$ cat src/rtl/calc_pkg.sv
// rtl/calc_pkg.sv - shared mode codes, FSM states and default latencies for the calculator sequencer
package calc_pkg;

    localparam logic [3:0] MODE_EDIT = 4'd1;
    localparam logic [3:0] MODE_ADD  = 4'd2;
    localparam logic [3:0] MODE_SUB  = 4'd3;
    localparam logic [3:0] MODE_MUL  = 4'd4;
    localparam logic [3:0] MODE_DIV  = 4'd5;
    localparam logic [3:0] MODE_TEST = 4'd7;
    localparam logic [3:0] MODE_ERR  = 4'd8;

    localparam int DEF_LAT_ADDSUB  = 3;
    localparam int DEF_LAT_MUL     = 6;
    localparam int DEF_DIV_TIMEOUT = 64;
    localparam int DEF_CNT_W       = 7;

    typedef enum logic [2:0] {
        S_EDIT,
        S_OPND,
        S_EXEC,
        S_DONE,
        S_ERR,
        S_TEST
    } fsm_t;

endpackage

$ cat src/rtl/lat_timer.sv
// rtl/lat_timer.sv - clear/enable saturating counter with terminal compare
module lat_timer #(
    parameter int W = 7
) (
    input  logic         clk,
    input  logic         rst,
    input  logic         clr_i,
    input  logic         en_i,
    input  logic [W-1:0] term_i,
    output logic [W-1:0] cnt_o,
    output logic         term_o
);

    logic [W-1:0] cnt_q, cnt_d;

    always_comb begin
        cnt_d = cnt_q;
        if (clr_i) begin
            cnt_d = '0;
        end else if (en_i && (cnt_q != {W{1'b1}})) begin
            cnt_d = cnt_q + W'(1);
        end
    end

    always_ff @(posedge clk or posedge rst) begin
        if (rst) begin
            cnt_q <= '0;
        end else begin
            cnt_q <= cnt_d;
        end
    end

    assign cnt_o  = cnt_q;
    assign term_o = (cnt_q == term_i);

endmodule

$ cat src/rtl/calc_seq_ctrl.sv
// rtl/calc_seq_ctrl.sv - key-driven mode sequencer for the BCD calculator datapath
module calc_seq_ctrl
    import calc_pkg::*;
#(
    parameter int LAT_ADDSUB  = DEF_LAT_ADDSUB,
    parameter int LAT_MUL     = DEF_LAT_MUL,
    parameter int DIV_TIMEOUT = DEF_DIV_TIMEOUT,
    parameter int CNT_W       = DEF_CNT_W
) (
    input  logic             clk,
    input  logic             rst,
    input  logic             key_add,
    input  logic             key_sub,
    input  logic             key_mul,
    input  logic             key_div,
    input  logic             key_eq,
    input  logic             key_clr,
    input  logic             key_test,
    input  logic             divisor_zero,
    input  logic             div_done,
    input  logic             res_ovf,
    output logic [3:0]       state,
    output logic             busy,
    output logic             commit,
    output logic             error,
    output logic [CNT_W-1:0] cnt_dbg
);

    fsm_t             fsm_q, fsm_d;
    logic [3:0]       op_q, op_d;
    logic [3:0]       state_q, state_d;
    logic             busy_q, commit_q, error_q;
    logic             op_key;
    logic [3:0]       op_sel;
    logic             is_div;
    logic             tmr_clr, tmr_term;
    logic [CNT_W-1:0] tmr_limit;

    assign op_key = key_add | key_sub | key_mul | key_div;
    assign is_div = (op_q == MODE_DIV);

    always_comb begin
        op_sel = MODE_DIV;
        if (key_add) begin
            op_sel = MODE_ADD;
        end else if (key_sub) begin
            op_sel = MODE_SUB;
        end else if (key_mul) begin
            op_sel = MODE_MUL;
        end
    end

    // One timer serves both the fixed latency and the divider watchdog.
    always_comb begin
        tmr_limit = CNT_W'(LAT_ADDSUB - 1);
        if (is_div) begin
            tmr_limit = CNT_W'(DIV_TIMEOUT - 1);
        end else if (op_q == MODE_MUL) begin
            tmr_limit = CNT_W'(LAT_MUL - 1);
        end
    end

    lat_timer #(.W(CNT_W)) u_timer (
        .clk    (clk),
        .rst    (rst),
        .clr_i  (tmr_clr),
        .en_i   (fsm_q == S_EXEC),
        .term_i (tmr_limit),
        .cnt_o  (cnt_dbg),
        .term_o (tmr_term)
    );

    always_comb begin
        fsm_d   = fsm_q;
        op_d    = op_q;
        tmr_clr = 1'b0;
        case (fsm_q)
            S_EDIT: begin
                if (!key_clr) begin
                    if (key_test) begin
                        fsm_d = S_TEST;
                    end else if (!key_eq && op_key) begin
                        fsm_d = S_OPND;
                        op_d  = op_sel;
                    end
                end
            end
            S_OPND: begin
                if (key_clr) begin
                    fsm_d = S_EDIT;
                end else if (!key_test) begin
                    if (key_eq) begin
                        if (is_div && divisor_zero) begin
                            fsm_d = S_ERR;
                        end else begin
                            fsm_d   = S_EXEC;
                            tmr_clr = 1'b1;
                        end
                    end else if (op_key) begin
                        op_d = op_sel;
                    end
                end
            end
            S_EXEC: begin
                if (key_clr) begin
                    fsm_d = S_EDIT;
                end else if (is_div ? div_done : tmr_term) begin
                    fsm_d = res_ovf ? S_ERR : S_DONE;
                end else if (is_div && tmr_term) begin
                    fsm_d = S_ERR;
                end
            end
            S_DONE: fsm_d = S_EDIT;
            S_ERR: begin
                if (key_clr) begin
                    fsm_d = S_EDIT;
                end
            end
            S_TEST: begin
                if (key_clr || key_test) begin
                    fsm_d = S_EDIT;
                end
            end
            default: fsm_d = S_EDIT;
        endcase
    end

    // Outputs are decoded from the next state so they move on the transition edge.
    always_comb begin
        case (fsm_d)
            S_OPND, S_EXEC: state_d = op_d;
            S_ERR:          state_d = MODE_ERR;
            S_TEST:         state_d = MODE_TEST;
            default:        state_d = MODE_EDIT;
        endcase
    end

    always_ff @(posedge clk or posedge rst) begin
        if (rst) begin
            fsm_q    <= S_EDIT;
            op_q     <= MODE_ADD;
            state_q  <= MODE_EDIT;
            busy_q   <= 1'b0;
            commit_q <= 1'b0;
            error_q  <= 1'b0;
        end else begin
            fsm_q    <= fsm_d;
            op_q     <= op_d;
            state_q  <= state_d;
            busy_q   <= (fsm_d == S_EXEC);
            commit_q <= (fsm_d == S_DONE);
            error_q  <= (fsm_d == S_ERR);
        end
    end

    assign state  = state_q;
    assign busy   = busy_q;
    assign commit = commit_q;
    assign error  = error_q;

endmodule
$ cat config.mk
export PLATFORM = sky130hd
export DESIGN_NAME = calc_seq_ctrl
export DESIGN_NICKNAME = d
export VERILOG_FILES = /design/src/rtl/calc_pkg.sv /design/src/rtl/lat_timer.sv /design/src/rtl/calc_seq_ctrl.sv
export SDC_FILE = /design/constraint.sdc
export NUM_CORES = 1
export LEC_CHECK = 0
export CAP_MARGIN = 20
export CORE_MARGIN = 4
export CORE_UTILIZATION = 48
export DETAILED_ROUTE_END_ITERATION = 8
export HOLD_SLACK_MARGIN = 0.15
export PLACE_DENSITY = 0.88
export SETUP_SLACK_MARGIN = 0.2
export SLEW_MARGIN = 20
export SYNTH_ARGS = -nofsm -noshare
export SYNTH_HDL_FRONTEND = slang
export SYNTH_SLANG_ARGS = --single-unit
$ cat constraint.sdc
create_clock -name clk -period 2.3 [get_ports clk]
set_input_delay 0.575 -clock clk [delete_from_list [all_inputs] [get_ports clk]]
set_output_delay 0.575 -clock clk [all_outputs]
set_load 0.1 [all_outputs]
[Yosys cells after proc, flatten, opt, wreduce, memory -nomap -nowiden]
Index checks and enable logic that the tools add are counted.
W data, S select, Z words.
Storage, ports and cells
  flip-flop bits (word level): 21
  input port bits: 12
  output and inout port bits: 14
  logic and storage cells: 69
Cells by class
  add/subtract/negate cells: 1
  equal/unequal tests: 13
  mux-type cells: 36
  bitwise gates (word level): 3
  reductions and logical operators: 9
Operators with widths (count)
  $mux W3: 16
  $mux W4: 7
  $pmux W3 S5: 1
  $mux W7: 2
  $eq A3 B3 Y1 const B: 4
  $pmux W4 S3: 1
  $eq A3 B2 Y1 const B: 3
  $eq A4 B3 Y1 const B: 2
  $pmux W4 S2: 1
  $add A7 B1 Y7 const B: 1
  $eq A7 B6 Y1: 1
  $mux W1: 7
  $ne A7 B7 Y1 const B: 1
  $eq A3 B1 Y1 const B: 2
  $mux W6: 1
  $logic_and A1 B1 Y1: 4
  $logic_not A3 Y1: 1
  $or A1 B1 Y1: 3
  $reduce_bool A2 Y1: 1
  $reduce_or A2 Y1: 1
  $logic_not A1 Y1: 1
  $logic_or A1 B1 Y1: 1

[Logic depth before layout (Yosys ltp)]
  word-level depth: 12
  gate-level depth with buffers: 7

[By module]
A second synthesis with hierarchy kept.
Unflattened totals
  cell total of the unflattened synthesis: 126
  area, all modules: 1261.2 sq um
By module, submodules not included
  calc_seq_ctrl: instances 1, cells an instance 79, area each 807.0 sq um
  lat_timer: instances 1, cells an instance 47, area each 454.2 sq um

[Least setup slack after synthesis]
No wires, ideal clock.
  path type: register to register
  start: register u_timer.cnt_q[2], in the netlist u_timer.cnt_o[2]
  end: register state_q[3], in the netlist state[3]
  setup time: 0.118 ns
  data arrival time: 2.117 ns
  data required time: 2.182 ns
  slack: 0.065 ns
  cell stages (with the launch flop): 7
  buffers on the path: 0
  clock period less this slack: 2.235 ns
  cell sequence: dfrtp_1 and3b_1 nand4_1 a311oi_2 or2_4 a21oi_4 a21o_1
On the way
  longest elaborated chain between the ends: 9
  elaborated cells between the ends (all ways): 13
RTL lines
  start: declaration: RTL line lat_timer.sv:14  | logic [W-1:0] cnt_q, cnt_d;
  start signal: assignment: RTL line lat_timer.sv:29  | cnt_q <= cnt_d;
  $eq A7 B6 Y1 *: RTL line lat_timer.sv:34  | assign term_o = (cnt_q == term_i);
  $logic_and A1 B1 Y1: RTL line calc_seq_ctrl.sv:109  | end else if (is_div && tmr_term) begin
  $mux W3: RTL line calc_seq_ctrl.sv:109
  $mux W3 *: RTL line calc_seq_ctrl.sv:107  | end else if (is_div ? div_done : tmr_term) begin
  $mux W3 *: RTL line calc_seq_ctrl.sv:105  | if (key_clr) begin
  $pmux W3 S5 *: RTL line calc_seq_ctrl.sv:77  | case (fsm_q)
  net fsm_d[0]: RTL line calc_seq_ctrl.sv:29  | fsm_t fsm_q, fsm_d;
  $eq A3 B2 Y1 / $eq A3 B1 Y1 (equally long branches): RTL line calc_seq_ctrl.sv:130  | case (fsm_d)
  $reduce_or A2 Y1: RTL line calc_seq_ctrl.sv:130
  $pmux W4 S3 *: RTL line calc_seq_ctrl.sv:130
  net state_d[3]: RTL line calc_seq_ctrl.sv:31  | logic [3:0] state_q, state_d;
  end signal: assignment: RTL line calc_seq_ctrl.sv:149  | state_q <= state_d;
  end: declaration: RTL line calc_seq_ctrl.sv:31
Mark *: on every way through the listed nets, which the timed path passes. The rest lies on a longest branch.
A chain may end at the register's enable or synchronous reset.

[Worst setup path in the final report]
  start: input port key_sub
  end: register state_q[3], in the netlist state[3]
On the way
  longest elaborated chain between the ends: 11
  elaborated cells between the ends (all ways): 22
RTL lines
  start: declaration: RTL line calc_seq_ctrl.sv:13  | input logic key_sub,
  $or A1 B1 Y1 * (3 in series): RTL line calc_seq_ctrl.sv:39  | assign op_key = key_add | key_sub | key_mul | key_div;
  $logic_and A1 B1 Y1 *: RTL line calc_seq_ctrl.sv:82  | end else if (!key_eq && op_key) begin
  $mux W3 *: RTL line calc_seq_ctrl.sv:82
  $mux W3 *: RTL line calc_seq_ctrl.sv:80  | if (key_test) begin
  $mux W3 *: RTL line calc_seq_ctrl.sv:79  | if (!key_clr) begin
  $pmux W3 S5 *: RTL line calc_seq_ctrl.sv:77
  net fsm_d[0]: RTL line calc_seq_ctrl.sv:29
  $eq A3 B2 Y1 / $eq A3 B1 Y1 (equally long branches): RTL line calc_seq_ctrl.sv:130
  $reduce_or A2 Y1: RTL line calc_seq_ctrl.sv:130
  $pmux W4 S3 *: RTL line calc_seq_ctrl.sv:130
  net state_d[3]: RTL line calc_seq_ctrl.sv:31
Marks and branches as above.

==> impl_metrics.tcl <==
set metrics [dict create \
    diodes 0 \
    ys_ff_latch 21 \
    cp_max_fo 4 \
    ys.flop_type "dfrtp_1" \
    cts_setup_buffers 0 \
    power_density_nw_per_um2 1170 \
    grt.total_usage_pct 18.5 \
    irDropWorstVdd_mv 1.10 \
    path_class "in2reg" \
    grtUsageMet3_pct 4.66 \
    synth_area_um2 1080 \
    grtUsageMet2_pct 31.9 \
    rr_startpoint "fsm_q[0]$_DFF_PP0_" \
    syn_to_final_growth_pct 31.4 \
    clockBufferDepth 2 \
    fin_setup_tns_ps 0 \
    leakagePower_nw 0.650 \
    worst_pin_slew_ps 478 \
    cts-buffers-inserted 3 \
    path_buf_inv 1 \
    dieHeight_um 55.5 \
    endpoint_kind "register" \
    fin_crit_sh_pct 89.6 \
    rows 16 \
    crit_path_start_kind "primary input" \
    hp-class "in2async" \
    vias 962 \
    synthTopCellsByCount "dfrtp_1, nor2_1, inv_1, nand4_1, a21oi_1" \
    dieArea_um2 3080 \
    synth_enable_flop_cells 0 \
    rsz0062_at_grt "false" \
    critPathSlowestCell "or4_4" \
    clock_skew_ps 8.37 \
    fin_util_pct 69.7 \
    cp_slowest_stage_delay_ps 550 \
    clk-insertion-delay-late_ps 310 \
    yosysTopAreaCell "dfrtp_1" \
    synth_cells 107 \
    hold_viol_final 0 \
    dp_hpwl_mm 2.09 \
    cp-startpoint "key_sub" \
    ys_warn_count 0 \
    wl_per_cell_um 16.1 \
    drt_iter0_drc 27 \
    async_reset_ff_share_pct 100 \
    initial_core_util_pct 53.0 \
    relSlewSlack_pct 68.0 \
    place.gp.congestion 0.874 \
    cts_tree "done" \
    grt_pass1_vias 975 \
    synth.area.top_cells "dfrtp_1, dfstp_2, nor2_1, nand4_1, xor2_1" \
    port-buffer-count 25 \
    vias_per_cell 5.76 \
    clk_pin_slew_ps 120 \
    status "finished, final reports clean" \
    cts_root_buf "clkbuf_4" \
    setup_viol 0 \
    grt_max_degree 15 \
    seq_area_frac_synth_pct 48.8 \
    use_met1_pct 20.9 \
    cap_violations 0 \
    cts_sinks 21 \
    grt_pass1_wl_mm 4.54 \
    ys_types 39 \
    top_usage_layer "met2" \
    postRouteAntennaNets 0 \
    avgSynthCellArea_um2 10.1 \
    io_pins 26 \
    synth_top_area_share_pct 43.9 \
    antenna_found_initial 0 \
    slew_violations 0 \
    path_delay_family "simple AND/OR/NAND/NOR gates" \
    synth_most_common_cell "dfrtp_1" \
    cp_cell_sequence "clkdlybuf4s50_1 > or4_4 > o22ai_4 > a2111oi_4 > or2_4 > a21oi_4 > a21o_1" \
    drive_gt1_share_pct 27.9 \
    max_freq_mhz 485 \
    drc 0 \
    final_nets 154 \
    die-width_um 55.5 \
    fin_crit_ps 2060 \
    worstPathArrival_ps 2310 \
    cts_max_level 1 \
    syn-num-nets 120 \
    drt_pass1_iterations 6 \
    core_area_um2 2040 \
    required_ps 2550 \
    wl_mm 2.69 \
    overflow 0 \
]
==> per-stage QoR <==
stage / hold slack, ps / power [mW] / instance area (um^2) / std cells / setup WS (ps)
6_report: 501 / 1.66 / 1420 / 167 / 238
3_3_place_gp: 530 / 1.45 / 1370 / 163 / -42.9
5_1_grt: 505 / 1.74 / 1420 / 167 / 205
4_1_cts: 508 / 1.65 / 1400 / 167 / 209
2_1_floorplan: 495 / 1.25 / 1090 / 107 / 207
3_5_place_dp: 529 / 1.47 / 1370 / 163 / -119
==> registers in the layout (all words and copies together), names as in the netlist <==
name	flops
state	4
error	1
op_q	4
u_timer.cnt_o	7
fsm_q	3
commit	1
busy	1
==> per-layer routing <==
metal,vias up,share of wire [%]
met5,-,0
met4,0,2.8
met3,9,5.9
met2,36,50
met1,462,41
li1,455,-
==> worst paths after layout <==
path | cells past startpoint | to | slack [ps]
min | 2 | u_timer.cnt_o[6]$_DFFE_PP0P_ | 500
max in group asynchronous | 3 | op_q[1]$_DFF_PP1_ | 1240
min in group clk | 1 | op_q[1]$_DFF_PP1_ | 550
max | 7 | state[3]$_DFF_PP0_ | 240
max reg2reg | 6 | state[3]$_DFF_PP0_ | 340
min reg2reg | 1 | op_q[1]$_DFF_PP1_ | 550
==> placed cells by master (no fill, tap or decap), drive strengths merged, types with 3 or more instances in the layout <==
master	n
a21oi	7
a31oi	3
and3	3
buf	19
clkbuf	3
clkdlybuf4s50	11
dfrtp	19
inv	7
nand2	4
nand3	4
nand4	7
nor2	14
o21ai	3
xor2	4
==> where the power goes <==
part / switching (mW) / internal (mW) / total [mW]
logic: 0.670 / 0.212 / 0.882
clock network: 0.114 / 0.0650 / 0.179
registers: 0.131 / 0.466 / 0.597
total: 0.915 / 0.744 / 1.66
==> cell families after synthesis <==
logic type | share of synthesized area, %
adder cells (fa/ha/maj) | 1.16
AND/OR/NAND/NOR | 23.5
buffers and inverters | 2.77
flip-flops | 48.8
AO/OA/AOI/OAI | 18.8
XOR/XNOR | 4.05
multiplexers | 0.925
==> repair_timing <==
item | CTS | global route
hold buffers | 0 | 0
hold endpoints to repair | 0 | 0
gates resized for setup | 0 | 3
endpoints found under the setup margin | 0 | 2
==> cell type report <==
cell class,count,area [um^2]
clock inverter,1,5.00
tap,27,33.8
timing repair buffer,30,253
inverter,7,26.3
multi-input combinational,78,548
clock buffer,3,22.5
fill,182,619
sequential,21,534
Power figures use the tool's default switching activity.
